[src/rtl/logit_collector_10.sv]
// logit_collector_10
//   Producer side of the 10-class argmax interface. Accepts signed partial sums
//   as a valid/ready stream in class order, and accumulates NUM_PASSES beats per
//   class into a 64-bit logit. It then presents the 10 logits, pulses am_start
//   and waits for am_done. The winning class is captured into a result
//   handshake. Finally the argmax unit is re-armed for the next image.
//
// Ports
//   clk, resetn                  clock, synchronous active-low reset
//   s_valid/s_ready/s_data/s_last  partial-sum input stream
//   logit0..logit9               signed 64-bit logits to argmax
//   am_start                     one-cycle argmax start pulse
//   am_rearm_n                   one-cycle active-low argmax re-arm
//   am_done, am_max_index        argmax completion and winning class
//   res_valid/res_ready/res_index  result handshake toward MMIO
//   frame_err, timeout_err       sticky error flags
//   err_clr                      clears both sticky flags

module logit_collector_10 #(
  parameter int unsigned NUM_CLASSES = 10,
  parameter int unsigned IN_W        = 32,
  parameter int unsigned NUM_PASSES  = 1,
  parameter int unsigned TIMEOUT     = 32
) (
  input  logic                   clk,
  input  logic                   resetn,
  input  logic                   s_valid,
  output logic                   s_ready,
  input  logic [IN_W-1:0]        s_data,
  input  logic                   s_last,
  output logic [63:0]            logit0,
  output logic [63:0]            logit1,
  output logic [63:0]            logit2,
  output logic [63:0]            logit3,
  output logic [63:0]            logit4,
  output logic [63:0]            logit5,
  output logic [63:0]            logit6,
  output logic [63:0]            logit7,
  output logic [63:0]            logit8,
  output logic [63:0]            logit9,
  output logic                   am_start,
  output logic                   am_rearm_n,
  input  logic                   am_done,
  input  logic [3:0]             am_max_index,
  output logic                   res_valid,
  input  logic                   res_ready,
  output logic [3:0]             res_index,
  output logic                   frame_err,
  output logic                   timeout_err,
  input  logic                   err_clr
);

  localparam int unsigned CW = (NUM_CLASSES > 1) ? $clog2(NUM_CLASSES) : 1;
  localparam int unsigned PW = (NUM_PASSES > 1) ? $clog2(NUM_PASSES) : 1;
  localparam int unsigned TW = (TIMEOUT > 1) ? $clog2(TIMEOUT) : 1;

  localparam logic [CW-1:0] LastCls  = CW'(NUM_CLASSES - 1);
  localparam logic [PW-1:0] LastPass = PW'(NUM_PASSES - 1);
  localparam logic [TW-1:0] LastTick = TW'(TIMEOUT - 1);

  typedef enum logic [2:0] {
    StCollect,
    StStart,
    StWait,
    StReport,
    StRearm
  } state_e;

  state_e          state_q;
  logic [CW-1:0]   cls_q;
  logic [PW-1:0]   pass_q;
  logic [TW-1:0]   timer_q;
  logic [63:0]     logit_q [NUM_CLASSES];

  logic [63:0]     s_sext;
  logic            final_beat;

  assign s_sext     = {{(64 - IN_W){s_data[IN_W-1]}}, s_data};
  assign final_beat = (cls_q == LastCls) && (pass_q == LastPass);

  // Only COLLECT accepts beats; decoded straight from the state register.
  assign s_ready = (state_q == StCollect);

  always_ff @(posedge clk) begin
    if (!resetn) begin
      state_q     <= StCollect;
      cls_q       <= '0;
      pass_q      <= '0;
      timer_q     <= '0;
      for (int i = 0; i < NUM_CLASSES; i++) begin
        logit_q[i] <= '0;
      end
      am_start    <= 1'b0;
      am_rearm_n  <= 1'b1;
      res_valid   <= 1'b0;
      res_index   <= '0;
      frame_err   <= 1'b0;
      timeout_err <= 1'b0;
    end else begin
      am_start   <= 1'b0;
      am_rearm_n <= 1'b1;

      // Clear first so a set event later in this block takes precedence.
      if (err_clr) begin
        frame_err   <= 1'b0;
        timeout_err <= 1'b0;
      end

      unique case (state_q)
        StCollect: begin
          if (s_valid) begin
            if (pass_q == '0) begin
              logit_q[cls_q] <= s_sext;
            end else begin
              logit_q[cls_q] <= logit_q[cls_q] + s_sext;
            end

            if (final_beat) begin
              cls_q  <= '0;
              pass_q <= '0;
              if (s_last) begin
                state_q  <= StStart;
                am_start <= 1'b1;
              end else begin
                frame_err <= 1'b1;
              end
            end else if (s_last) begin
              // Early s_last: drop the frame, the next one overwrites the logits.
              frame_err <= 1'b1;
              cls_q     <= '0;
              pass_q    <= '0;
            end else if (cls_q == LastCls) begin
              cls_q  <= '0;
              pass_q <= pass_q + 1'b1;
            end else begin
              cls_q <= cls_q + 1'b1;
            end
          end
        end

        StStart: begin
          timer_q <= '0;
          state_q <= StWait;
        end

        StWait: begin
          if (am_done) begin
            res_index <= am_max_index;
            res_valid <= 1'b1;
            state_q   <= StReport;
          end else if (timer_q == LastTick) begin
            timeout_err <= 1'b1;
            am_rearm_n  <= 1'b0;
            state_q     <= StRearm;
          end else begin
            timer_q <= timer_q + 1'b1;
          end
        end

        StReport: begin
          if (res_ready) begin
            res_valid  <= 1'b0;
            am_rearm_n <= 1'b0;
            state_q    <= StRearm;
          end
        end

        StRearm: begin
          cls_q   <= '0;
          pass_q  <= '0;
          state_q <= StCollect;
        end

        default: begin
          state_q <= StCollect;
        end
      endcase
    end
  end

  assign logit0 = logit_q[0];
  assign logit1 = logit_q[1];
  assign logit2 = logit_q[2];
  assign logit3 = logit_q[3];
  assign logit4 = logit_q[4];
  assign logit5 = logit_q[5];
  assign logit6 = logit_q[6];
  assign logit7 = logit_q[7];
  assign logit8 = logit_q[8];
  assign logit9 = logit_q[9];

endmodule

[config.mk]
export PLATFORM = sky130hd
export DESIGN_NAME = logit_collector_10
export DESIGN_NICKNAME = d
export VERILOG_FILES = /design/src/rtl/logit_collector_10.sv
export SDC_FILE = /design/constraint.sdc
export NUM_CORES = 1
export LEC_CHECK = 0
export BUFFER_PORTS_ARGS = -buffer_cell sky130_fd_sc_hd__buf_2
export CORE_MARGIN = 8
export CORE_UTILIZATION = 45
export CTS_CLUSTER_SIZE = 14
export DETAILED_ROUTE_END_ITERATION = 16
export GPL_ROUTABILITY_DRIVEN = 0
export PLACE_DENSITY = 0.65
export SYNTH_ARGS = -nofsm -noshare
export SYNTH_HDL_FRONTEND = slang
export SYNTH_SLANG_ARGS = --single-unit
[constraint.sdc]
create_clock -name clk -period 9.77 [get_ports clk]
set_input_delay 0.4885 -clock clk [delete_from_list [all_inputs] [get_ports clk]]
set_output_delay 0.4885 -clock clk [all_outputs]
set_load 0.005 [all_outputs]
* After elaboration in Yosys (flattened, before gate mapping)
Memories as Yosys holds them, arrays and structs flattened. A register that Yosys moved wholly into a read port is not among the register bits.
Cells that the tools add are included.
Widths: inputs -> output; s select.
** Storage, ports and cells
- Memory bits (writable) :: 640
- Flip-flop bits (word level) :: 22
- Output and inout bits :: 650
- Memories kept :: 1
** Operators by class
- Bitwise logic cells :: 2
- Add/sub/neg operators :: 4
- Equality and inequality tests :: 15
- Reductions and logical operators :: 13
- Muxes and demuxes :: 55
** Memories
- logit_q :: words 10, width 64, read ports 11, clocked after memory_dff 1, wr ports 10, RTL line 73 : logic [63:0] logit_q [NUM_CLASSES];
** Operators by type and width (count)
- $mux 64 :: 2
- $add 64x64->64 :: 1
- $reduce_or 64->1 :: 1
- $mux 1 :: 32
- $mux 4 :: 7
- $mux 3 :: 6
- $pmux 3 s4 :: 1
- $mux 5 :: 2
- $ne 2x2->1 const B :: 5
- $pmux 5 s2 :: 1
- $reduce_and 3->1 :: 3
- $pmux 4 s2 :: 1
- $eq 3x2->1 const B :: 2
- $pmux 1 s2 :: 3
- $reduce_bool 2->1 :: 3
- $add 5x1->5 const B :: 1
- $eq 5x5->1 const B :: 1
- $reduce_and 5->1 :: 1
- $add 4x1->4 const B :: 1
- $eq 4x4->1 const B :: 1
- $ne 2x1->1 const B :: 2
- $ne 4x1->1 const B :: 1
- $reduce_and 2->1 :: 2
- $reduce_and 4->1 :: 1
- 8 further kinds :: 8

* Logic depth before layout (Yosys ltp)
- Depth after elaboration :: 8
- Gate-level depth with buffers :: 20

* Worst setup path after synthesis
No wires, ideal clock.
- Path type :: reg2reg
- Start point :: register state_q[0]
- End point :: memory logit_q[9][0], enable pin
- Cell stages (with the launch flop) :: 4
- Period minus slack after synthesis :: 8050 ps
- Path slack :: 1720 ps
- Arrival time :: 7389 ps
- Library setup time :: 661 ps
- Required time :: 9109 ps
- Cells stage by stage :: dfxtp_1 -> nor3_1 -> nand2_1 -> o41ai_1
** RTL lines
- start: declaration :: RTL line 69 : state_e state_q;
- start signal: assignment :: RTL line 86 : state_q <= StCollect;
- start signal: assignment :: RTL line 122 : state_q <= StStart;
- start signal: assignment :: RTL line 143 : state_q <= StWait;
- end: declaration :: RTL line 73

==> results.toml <==
[worst_setup_path]
path_cells = "buf_12 > mux4_2 > mux4_2 > ha_1 > a211oi_1 > o21bai_1 > o211ai_1 > nand4_1 > a21oi_1 > o21ai_1 > a31oi_1 > xnor2_1 > nor2_2 > nor2_1"
cp-start-kind = "flip-flop"
cp.required_ps = 10160
reg2reg_depth = 14
cpPeakStageDelay_ps = 1000
critPathCaptureType = "flip-flop"
crit_top_cell = "mux4_2"
critPathBufInv = 1
critPathTopFamily = "compound AO/OA/AOI/OAI gates"
crit_arrival_ps = 6960
crit_path_max_fanout = 78
worst-setup-path-type = "flip-flop to flip-flop"
cp_slowest_cell = "dfxtp_4"
r2r-end = "logit_q[11][63]"
r2r_slack_ps = 3200

[clock_tree]
htreeDepth = 3
cts_tree = "done"
cts_resized = 0
clock_path_buffers = 3
path_clk_slew_ps = 60
post-cts-setup-buffers = 0
clock_sinks = 1050
cts-root-buf = "clkbuf_16"
cts_hold_buffers = 0
cts-buffers-inserted = 108
worstSkewPairLatency_ps = 710

[cells_and_area]
syn2layout_area_growth_pct = 17.4
drive_gt1_frac = 0.347
nNetsFinal = 3795
fillers = 8509
finish.instance_area_um2 = 55400
finalNonFillerCells = 5169

[synth]
synthCells = 3011
ys_async_sr_fraction = 0
yosysSeqAreaShare = 0.663
ys_warn_count = 0
syn-num-nets = 3122
ys_types = 80
synth_edf_count = 1024
ys_seq_elements = 1050
synth-main-ff-cell = "edfxtp_1"
syn-cell-area_um2 = 47100
avgSynthCellArea_um2 = 15.7

[global_routing]
gr-usage-all-layers = 0.276
grt-ovfl-total = 0
antenna_found_initial = 24
grt_pass1_vias = 31003
grt_pass1_wl_um = 232000
grt_max_degree = 117

[sta]
period_share = 0.673
tns_ps = 0
slew_viol_final = 0
setup_viol = 0
tightest_slew_ps = 1220
hold_viol = 0
fin_skew_ps = 26.3
relSlewSlack = 0.163
layout_min_cycle_time_ps = 6570
grt_setup_unrepaired = "false"
max_clock_freq_mhz = 152

[die]
num_rows = 118
dieArea_um2 = 115000
core_area_um2 = 104000
initial_utilization = 0.454
die_w_um = 340
die_y_um = 340
ioPinCount = 693

[place]
hpwl_um = 110000
placedCellCount = 4954
portBuffers = 692
place_area_um2 = 52100

[outcome]
status = "complete, no violations"

[route]
dr.pass1.iters = 5
vias = 31266
avgViaCountPerCell = 6.05
drt_drc_violations_left = 0
antenna_left = 0
drtIter0Drc = 3740
drt-total-wl_um = 165000
wire_per_inst_um = 31.9

[pwr]
ir_worst_vdd_v = 0.000131
p_sw_frac = 0.247
pwr-share-seq = 0.512
netSwitchingPower_w = 0.00248
p_int_w = 0.00756
combPwrFrac = 0.102
p_leak_nw = 21.0
clkPwrFrac = 0.385
p_per_area_nw_per_um2 = 181
power_w = 0.0100

[hold_path]
whs_endpoint = "res_index[1]"
worstHoldStart = "am_max_index[1]"
hold_depth = 3
hold_class = "input port to flip-flop"

[run]
max_cap_viol_count = 0
-- cell families after synthesis --
family,after synthesis,synth area share
fa+ha+maj,68,0.0182
mux,350,0.160
simple gates,958,0.0859
buf+inv,239,0.0238
xor+xnor,62,0.0115
compound gates,284,0.0378
flops,1050,0.663
-- registers in the layout, indices dropped and copies added (netlist names), named ones only --
signal	cells
logit_q	1024
timer_q	5
cls_q	4
res_index	4
state_q	3
am_rearm_n	1
am_start	1
frame_err	1
pass_q	1
res_valid	1
timeout_err	1
-- worst max-delay path by stage --
stage | from | to | slack, ps | cells past startpoint
after global routing | flip-flop | logit_q[11][63] | 2680 | 14
after floorplan | state_q[0] | logit_q[9][0] | 1720 | 3
final | flip-flop | logit_q[11][63] | 3200 | 14
after global placement | flip-flop | logit_q[12][44] | 3030 | 14
after detailed placement | flip-flop | logit_q[9][63] | 3040 | 14
after CTS | flip-flop | logit_q[9][63] | 3040 | 14
-- layout by cell type, fill, tap and decap left out, drive strengths merged, types with 5 or more instances in the layout --
cell type / Yosys / final
mux4: 320 / 320
a21oi: 103 / 103
and3: 7 / 7
o21bai: 14 / 14
o21a: 6 / 6
clkinv: 0 / 49
diode: 0 / 19
inv: 55 / 64
buf: 50 / 747
a31oi: 13 / 13
and2: 6 / 6
or3: 12 / 12
xnor2: 39 / 39
nor3: 10 / 10
o21ai: 71 / 71
nand3: 28 / 28
nand2b: 24 / 24
a21o: 24 / 24
or2: 5 / 5
nor2b: 11 / 11
o211ai: 13 / 13
mux2: 12 / 12
nand2: 109 / 109
ha: 67 / 67
clkbuf: 132 / 134
xor2: 23 / 23
a211oi: 5 / 5
nand4: 30 / 30
mux2i: 18 / 18
nor4: 5 / 5
a21boi: 11 / 11
dfxtp: 26 / 26
nor2: 700 / 700
edfxtp: 1024 / 1024
-- through the flow --
| step | hold slack (ps) | util | setup slack (ps) |
|---|---|---|---|
| 6_report | 65.3 | 0.533 | 3200 |
| 4_1_cts | 16.0 | 0.533 | 3040 |
| 5_1_grt | 46.5 | 0.533 | 2680 |
| 2_1_floorplan | 459 | - | 1720 |
| 3_5_place_dp | 471 | 0.501 | 3040 |
| 3_3_place_gp | 468 | 0.501 | 3030 |
-- layer usage --
metal / global-route usage / vias to the layer above / routed length (µm)
li1: - / 12930 / -
met1: 0.360 / 16011 / 61300
met2: 0.450 / 1993 / 79600
met3: 0.0683 / 328 / 17100
met4: 0.102 / 4 / 6780
met5: 0 / - / 26
-- power by group through the flow --
stage	registers (W)	logic, W	clock network, W
after detailed placement	0.00523	0.00102	0
after global routing	0.00515	0.00110	0.00405
final	0.00514	0.00103	0.00387
after global placement	0.00523	0.00102	0
after floorplan	0.00521	0.000622	0
after CTS	0.00514	0.00103	0.00390
-- Yosys cell counts, types with 5 or more instances --
| master | instances | area, µm² |
|---|---|---|
| nor2_2 | 17 | 106 |
| a21o_1 | 23 | 173 |
| a31oi_1 | 13 | 81.3 |
| edfxtp_1 | 1024 | 30700 |
| nor2b_1 | 11 | 68.8 |
| or2_2 | 5 | 31.3 |
| mux2i_1 | 18 | 180 |
| clkbuf_1 | 121 | 454 |
| nand2_1 | 108 | 405 |
| o211ai_1 | 12 | 90.1 |
| nor4_1 | 5 | 31.3 |
| or3_1 | 11 | 68.8 |
| buf_2 | 25 | 125 |
| o21a_1 | 6 | 45.0 |
| o21bai_1 | 14 | 105 |
| mux2_2 | 12 | 135 |
| mux4_2 | 320 | 7210 |
| nor2_1 | 683 | 2560 |
| nor3_1 | 8 | 40.0 |
| a21boi_0 | 8 | 60.1 |
| nand4_1 | 26 | 163 |
| xnor2_1 | 39 | 342 |
| a21oi_1 | 100 | 500 |
| and2_1 | 6 | 37.5 |
| xor2_1 | 23 | 201 |
| and3_1 | 7 | 43.8 |
| clkbuf_8 | 11 | 151 |
| buf_6 | 5 | 56.3 |
| inv_1 | 55 | 206 |
| buf_4 | 5 | 37.5 |
| dfxtp_1 | 26 | 521 |
| nand2b_1 | 24 | 150 |
| ha_1 | 67 | 838 |
| o21ai_1 | 9 | 45.0 |
| nand3_1 | 25 | 125 |
| buf_1 | 14 | 52.6 |
| o21ai_0 | 60 | 300 |
-- layout make-up --
cell class / count / area [µm²] / share of cell area
Antenna cell: 19 / 47.5 / 0.000859
Clock buffer: 134 / 2820 / 0.0509
Clock inverter: 62 / 437 / 0.00789
Inverter: 55 / 206 / 0.00373
Multi-Input combinational cell: 1722 / 14900 / 0.269
Sequential cell: 1050 / 31300 / 0.565
Tap cell: 1380 / 1730 / 0.0312
Timing Repair Buffer: 747 / 3910 / 0.0707
-- worst min-delay path, delay by kind of cell --
kind | cells | cell delay [ps]
buffers and inverters | 1 | 80
multiplexers | 1 | 60
AND/OR/NAND/NOR | 1 | 100
No activity file was read; power rests on OpenSTA's default activity.
